`src/rtl/can_fd_pkg.sv`:
```
// can_fd_pkg: shared CAN FD CRC field constants and types
package can_fd_pkg;
    localparam int CRC17_W = 17;
    localparam int CRC21_W = 21;
    localparam int STUFF_PERIOD = 5;
    localparam logic [4:0] LEN_17 = 5'd22;
    localparam logic [4:0] LEN_21 = 5'd27;
    typedef enum logic {CRC_17 = 1'b0, CRC_21 = 1'b1} crc_sel_e;
    typedef enum logic [1:0] {IDLE, SEND, LAST, DELIM} tx_state_e;
endpackage

```
`src/rtl/can_fixed_stuff_pos.sv`:
```
// can_fixed_stuff_pos: decodes fixed stuff and final positions of the CRC field
module can_fixed_stuff_pos
    import can_fd_pkg::*;
(
    input  logic [4:0] bit_cnt,
    input  crc_sel_e   crc_sel,
    output logic       is_stuff_pos,
    output logic       is_last_pos
);
    // stuff bit every STUFF_PERIOD positions from 0; last position is length-1
    always_comb begin
        is_stuff_pos = (32'(bit_cnt) % STUFF_PERIOD) == 0;
        is_last_pos  = bit_cnt == ((crc_sel == CRC_21 ? LEN_21 : LEN_17) - 5'd1);
    end
endmodule

```
`src/rtl/can_crc_stuff.sv`:
```
// can_crc_stuff: CAN FD CRC field serializer with fixed stuff bits; CAN_CRC_STUFF_DELIM_EN adds the CRC delimiter bit
module can_crc_stuff
    import can_fd_pkg::*;
(
    input  logic               clk,
    input  logic               rst,
    input  logic               bit_en,
    input  logic               start,
    input  logic               crc_sel,
    input  logic [CRC17_W-1:0] crc_17_i,
    input  logic [CRC21_W-1:0] crc_21_i,
    input  logic               prev_bit,
    input  logic               abort,
    output logic               tx_bit,
    output logic               tx_valid,
    output logic               stuff_flag,
    output logic [4:0]         bit_cnt,
    output logic               busy,
    output logic               done
);
    tx_state_e          state, state_n;
    crc_sel_e           sel, sel_n;
    logic [CRC21_W-1:0] sr, sr_n;
    logic               last_bit, last_bit_n;
    logic               tx_bit_n, tx_valid_n, stuff_n, busy_n, done_n;
    logic [4:0]         cnt_n;
    logic               is_stuff, is_last, emit;

    can_fixed_stuff_pos u_pos (
        .bit_cnt      (bit_cnt),
        .crc_sel      (sel),
        .is_stuff_pos (is_stuff),
        .is_last_pos  (is_last)
    );

    // next-state and next-output logic; everything holds unless a bit_en or control event occurs
    always_comb begin
        state_n    = state;
        sel_n      = sel;
        sr_n       = sr;
        last_bit_n = last_bit;
        tx_bit_n   = tx_bit;
        tx_valid_n = tx_valid;
        stuff_n    = stuff_flag;
        cnt_n      = bit_cnt;
        busy_n     = busy;
        done_n     = 1'b0;
        emit       = is_stuff ? ~last_bit : sr[CRC21_W-1];
        if (abort) begin
            state_n    = IDLE;
            sr_n       = '0;
            last_bit_n = 1'b0;
            tx_bit_n   = 1'b1;
            tx_valid_n = 1'b0;
            stuff_n    = 1'b0;
            cnt_n      = 5'd0;
            busy_n     = 1'b0;
        end else begin
            case (state)
                IDLE: if (start) begin
                    sel_n      = crc_sel_e'(crc_sel);
                    sr_n       = crc_sel ? crc_21_i : {crc_17_i, {(CRC21_W-CRC17_W){1'b0}}};
                    last_bit_n = prev_bit;
                    cnt_n      = 5'd0;
                    busy_n     = 1'b1;
                    state_n    = SEND;
                end
                SEND: if (bit_en) begin
                    tx_bit_n   = emit;
                    stuff_n    = is_stuff;
                    sr_n       = is_stuff ? sr : {sr[CRC21_W-2:0], 1'b0};
                    last_bit_n = emit;
                    tx_valid_n = 1'b1;
                    cnt_n      = is_last ? bit_cnt : bit_cnt + 5'd1;
                    state_n    = is_last ? LAST : SEND;
                end
`ifdef CAN_CRC_STUFF_DELIM_EN
                LAST: if (bit_en) begin
                    tx_bit_n   = 1'b1;
                    tx_valid_n = 1'b1;
                    stuff_n    = 1'b0;
                    cnt_n      = bit_cnt + 5'd1;
                    state_n    = DELIM;
                end
                DELIM: if (bit_en) begin
                    tx_bit_n   = 1'b1;
                    tx_valid_n = 1'b0;
                    stuff_n    = 1'b0;
                    cnt_n      = 5'd0;
                    busy_n     = 1'b0;
                    done_n     = 1'b1;
                    state_n    = IDLE;
                end
`else
                LAST: if (bit_en) begin
                    tx_bit_n   = 1'b1;
                    tx_valid_n = 1'b0;
                    stuff_n    = 1'b0;
                    cnt_n      = 5'd0;
                    busy_n     = 1'b0;
                    done_n     = 1'b1;
                    state_n    = IDLE;
                end
                DELIM: state_n = IDLE;
`endif
                default: state_n = IDLE;
            endcase
        end
    end

    // state and output registers
    always_ff @(posedge clk) begin
        if (rst) begin
            state      <= IDLE;
            sel        <= CRC_17;
            sr         <= '0;
            last_bit   <= 1'b0;
            tx_bit     <= 1'b1;
            tx_valid   <= 1'b0;
            stuff_flag <= 1'b0;
            bit_cnt    <= 5'd0;
            busy       <= 1'b0;
            done       <= 1'b0;
        end else begin
            state      <= state_n;
            sel        <= sel_n;
            sr         <= sr_n;
            last_bit   <= last_bit_n;
            tx_bit     <= tx_bit_n;
            tx_valid   <= tx_valid_n;
            stuff_flag <= stuff_n;
            bit_cnt    <= cnt_n;
            busy       <= busy_n;
            done       <= done_n;
        end
    end
endmodule

```
`config.mk`:
```
export PLATFORM = sky130hd
export DESIGN_NAME = can_crc_stuff
export DESIGN_NICKNAME = d
export VERILOG_FILES = /design/src/rtl/can_fd_pkg.sv /design/src/rtl/can_fixed_stuff_pos.sv /design/src/rtl/can_crc_stuff.sv
export SDC_FILE = /design/constraint.sdc
export NUM_CORES = 1
export LEC_CHECK = 0
export CAP_MARGIN = 20
export CORE_AREA = 2 2 72 74
export DETAILED_ROUTE_END_ITERATION = 12
export DIE_AREA = 0 0 74 76
export GPL_TIMING_DRIVEN = 0
export PLACE_DENSITY_LB_ADDON = 0.25
export SLEW_MARGIN = 20
export SYNTH_ARGS = -nofsm -noshare
export SYNTH_HDL_FRONTEND = slang
export SYNTH_SLANG_ARGS = --single-unit
```
`constraint.sdc`:
```
create_clock -name clk -period 3.5 [get_ports clk]
set_clock_uncertainty 0.15 [all_clocks]
set_input_delay 0.7 -clock clk [delete_from_list [all_inputs] [get_ports clk]]
set_output_delay 0.7 -clock clk [all_outputs]
set_load 0.02 [all_outputs]
```
## Yosys cells after proc, flatten, opt, wreduce, memory -nomap -nowiden

Index checks and enable logic that the tools add are counted.
W data, S select, Z words.

- Register bits: 35
- Input port bits: 45
- Output and inout bits: 10
- Logic and storage cells: 69

- Add/subtract/negate cells: 2
- Divide/modulo/power cells: 1
- Equal/unequal tests: 9
- Mux-type cells: 29
- Bitwise logic cells: 3
- Reduce and logical (&&, ||, !) cells: 15

Operator list:

| kind | number |
|---|---|
| $mux W21 | 4 |
| $pmux W21 S2 | 1 |
| $logic_not A32 Y1 | 1 |
| $mod A5 B3 Y32 const B | 1 |
| $mux W5 | 4 |
| $pmux W5 S3 | 1 |
| $reduce_and A3 Y1 | 5 |
| $ne A2 B2 Y1 const B | 5 |
| $pmux W1 S2 | 5 |
| $mux W1 | 8 |
| $mux W2 | 4 |
| $pmux W2 S4 | 1 |
| $reduce_bool A2 Y1 | 3 |
| $add A5 B1 Y5 const B | 1 |
| $eq A5 B5 Y1 | 1 |
| $reduce_and A5 Y1 | 1 |
| $sub A5 B1 Y5 const B | 1 |
| $eq A2 B2 Y1 const B | 2 |
| $mux W4 | 1 |
| $reduce_and A4 Y1 | 1 |
| $not A1 Y1 | 3 |
| $reduce_bool A3 Y1 | 1 |
| $reduce_or A3 Y1 | 1 |
| $eq A2 B1 Y1 const B | 1 |
| other kinds (2) | 2 |

## Logic depth before layout (Yosys ltp)

- Depth after elaboration: 6
- Mapped depth: 16

## Cells and area by module

From an unflattened synthesis, not the netlist that was laid out.

- Cells, all modules: 283
- Area, all modules: 2529.9 um^2

By module, submodules not included:

| module | times used | cells each | area an instance (um^2) | sequential area each (um^2) |
|---|---|---|---|---|
| can_crc_stuff | 1 | 203 | 1985.7 | 700.7 |
| can_fixed_stuff_pos | 1 | 80 | 544.3 | 0.0 |

## Worst setup path after synthesis

OpenSTA, ideal clock, no wires.

- Path type: register to register
- From: register bit_cnt[3]
- To: register sr[10]
- Setup time: 0.123 ns
- Arrival time: 3.143 ns
- Path slack: 0.084 ns
- Stages on the path, launching flop included: 17
- Path buffers: 2
- Clock period less this slack: 3.416 ns
- Path through: dfxtp_1 buf_2 nand2_1 o21ai_1 inv_1 ha_1 nand2b_1 a21oi_4 nand3_1 xnor2_1 ha_1 o21ai_2 mux2i_1 a31o_4 o21a_4 buf_12 mux2i_1

- Cells in the longest elaborated chain, start to end: 4

Ends and longest elaborated chain:

| element | RTL line | RTL |
|---|---|---|
| from (decl) | can_crc_stuff.sv:17 | `output logic [4:0] bit_cnt,` |
| from (signal assigned) | can_crc_stuff.sv:132 | `bit_cnt <= cnt_n;` |
| $mod A5 B3 Y32 | can_fixed_stuff_pos.sv:12 | `is_stuff_pos = (32'(bit_cnt) % STUFF_PERIOD) == 0;` |
| $logic_not A32 Y1 | can_fixed_stuff_pos.sv:12 |  |
| $ne A2 B2 Y1 (no source line) | - |  |
| $reduce_and A4 Y1 (no source line) | - |  |
| to (signal assigned) | can_crc_stuff.sv:127 | `sr <= sr_n;` |
| to (decl) | can_crc_stuff.sv:23 | `logic [CRC21_W-1:0] sr, sr_n;` |

No other way between the ends.
A chain may end at the register's enable or synchronous reset.

## Final worst setup path

- From: register bit_cnt[4]
- To: register sr[8]

Same word-level chain as after synthesis.

==> out/metrics.yaml <==
status: "complete, no violations"
nFillCells: 439
fin_area_um2: 3221
async_reset_ff_frac: 0
largest_reg_flops: 21
vdd_drop_max_mv: 0.2452
ys_types: 48
boundaryPins: 55
slew_headroom: 0.5449
endpoint_kind: "flip-flop"
ys.flop_type: "dfxtp_1"
clk_path_buf_depth: 2
worst_slack_ps: 167.7
cp.required_ps: 3570
placed_cells: 421
setup_viol: 0
worstMarginPinSlew_ps: 682.6
die_area_um2: 5624
n_antenna_cell: 0
root_buffer: "clkbuf_8"
numCtsBuffers: 5
synth_cells: 298
power_w: 0.0009049
drv_cap: 0
p_sw_frac: 0.2523
synth_seq_area_share: 0.2891
finalCriticalPeriod_ps: 3332
grt_pass1_wl_mm: 10.29
cts_tree: "built"
power_frac_clock: 0.364
grt_usage: 0.2272
cpPeakStageDelay_ps: 390
gp_congestion: 0.8819
leakagePower_nw: 1.270
via_per_inst: 5.403
path_cells: "buf_6 -> nand2_1 -> o21ai_2 -> inv_1 -> ha_1 -> nand2b_1 -> a21oi_4 -> nand3_4 -> xnor2_1 -> ha_2 -> o21ai_2 -> mux2i_1 -> a31o_4 -> o21a_4 -> buf_12 -> mux2i_2"
most-common-layout-cells: "nand2_1 (61), clkdlybuf4s50_1 (53), mux2i_1 (39), dfxtp_1 (32), nor2_1 (19)"
largest-register: "sr"
dpl.hpwl_mm: 4.430
top_regs: "sr (21), bit_cnt (5), state (2)"
rr_worst_depth: 16
critPathMostFrequentCell: "o21ai_2"
hold_start: "sr[14]"
die_w_um: 74
fmax_mhz: 300.1
synthesis.nets: 350
postRouteAntennaNets: 0
period_share: 0.9521
intPower_w: 0.0006766
hold-path-endpoint: "sr[14]"
power_frac_comb: 0.177
crit_path_start_kind: "flip-flop"
crit_slowest_cell: "dfxtp_4"
p_per_area_nw_per_um2: 281.0
layout_commonest_cell: "nand2_1"
gr-total-overflow: 0
netlist_area_um2: 2424
critPathKind: "flip-flop to flip-flop"
fin_cells: 432
cp_num_buf_inv: 3
finalHoldViolations: 0
first_pass_iters: 4
seqPwrFrac: 0.458
crit_fanout: 10
synth-seq-cells: 35
wirelength_mm: 5.956
core_region_area_um2: 4912
rrSetupSlack_ps: 170
insertion_delay_ps: 290
drt_iter0_markers: 97
power.switching_w: 0.0002283
numClockSinks: 35
drv_slew: 0
fin_util: 0.6556
antenna_found_initial: 0
post-place-ws_ps: -216.6
synth-edff-count: 0
synth.avg_cell_area_um2: 8.133
path_delay_family: "compound AO/OA/AOI/OAI gates"
hp-class: "flip-flop to flip-flop"
hold_buffers: 0
grt_pass1_vias: 2256
die_h_um: 76
holdPathStages: 2
start_util: 0.4934
drive_gt1_frac: 0.1022
reg2reg_to: "sr[8]"
placed_cell_area_um2: 3042
cts.reportedPaths.clkPinSlew_ps: 70
vias: 2334
critPathArrivalTime_ps: 3400
final_nets: 413
wire_per_inst_um: 13.79
io_buffers: 53
htreeDepth: 2
remaining_drc_errors: 0
reg2reg_from: "bit_cnt[4]"
synth_warnings: 0
row_count: 26
grt_max_degree: 11
syn2layout_area_growth_pct: 32.89
power groups by stage:
stage	clock [W]	combinational (W)	sequential (W)
2_1_floorplan	0	0.0000879	0.000425
3_3_place_gp	0	0.000157	0.000425
3_5_place_dp	0	0.000160	0.000425
4_1_cts	0.000335	0.000161	0.000416
5_1_grt	0.000353	0.000177	0.000416
6_report	0.000329	0.000161	0.000415
per-stage QoR:
step / TNS (ps) / hold WS [ps]
after floorplan: 0 / 287.8
after global placement: -2568 / 294.9
after detailed placement: -3616 / 304.9
after CTS: 0 / 315.8
after global routing: -30.26 / 330.0
final: 0 / 313.3
area by class of cell:
| cell class | count | area (µm²) | share of cell area |
|---|---|---|---|
| timing repair buffer | 56 | 553.0 | 0.1717 |
| buffer | 21 | 133.9 | 0.04157 |
| clock buffer | 8 | 100.1 | 0.03108 |
| tap | 70 | 87.58 | 0.02720 |
| sequential | 35 | 709.4 | 0.2203 |
| multi-input combinational | 235 | 1610 | 0.5000 |
| inverter | 7 | 26.28 | 0.008159 |
worst max-delay path by stage:
stage / from / end / slack, ps / depth (start not counted)
final: bit_cnt[4] / sr[8] / 170 / 16
after CTS: bit_cnt[3] / sr[3] / 10 / 16
after detailed placement: bit_cnt[3] / sr[10] / -220 / 16
after global placement: bit_cnt[3] / sr[13] / -140 / 16
after global routing: bit_cnt[4] / sr[8] / -30 / 16
after floorplan: bit_cnt[3] / sr[10] / 80 / 16
cell usage after synthesis, types with 6 or more instances:
| cell | number | area (µm²) |
|---|---|---|
| nand2_1 | 61 | 229.0 |
| dfxtp_1 | 35 | 700.7 |
| ha_1 | 7 | 87.58 |
| inv_1 | 7 | 26.28 |
| mux2i_1 | 40 | 400.4 |
| o21ai_0 | 6 | 30.03 |
| nor2_1 | 20 | 75.07 |
| a21oi_1 | 7 | 35.03 |
| o211ai_1 | 17 | 127.6 |
| nand3_1 | 9 | 45.04 |
| nand2b_1 | 8 | 50.05 |
| a31oi_1 | 6 | 37.54 |
| clkbuf_1 | 16 | 60.06 |
worst min-delay path: stages, from the launching register on:
cell,delay (ps)
dfxtp_1,310
nand2_1,50
mux2i_1,60
kinds of logic after synthesis:
kind of cell | Yosys count | synth area share
muxes | 40 | 0.1652
adders and majority gates | 7 | 0.03614
DFF | 35 | 0.2891
xor gates and xnor gates | 6 | 0.02169
AOI/OAI and AO/OA | 59 | 0.1864
buffers and inverters | 28 | 0.06350
and+or+nand+nor | 123 | 0.2380
layer usage:
layer	vias up	part of all wire	GRT usage
met5	-	0	0
met4	0	0.019	0.08909
met3	10	0.041	0.04233
met2	55	0.52	0.3848
met1	1093	0.42	0.2781
li1	1176	-	-
timing repair:
action / 4_1_cts / 5_1_grt
gates resized for setup: 5 / 12
setup endpoints to repair: 23 / 23
hold endpoints to repair: 0 / 0
buffers inserted: 1 / 2
pin swaps: 1 / 3
gates cloned: 0 / 0
(Power assumes the default switching activity.)
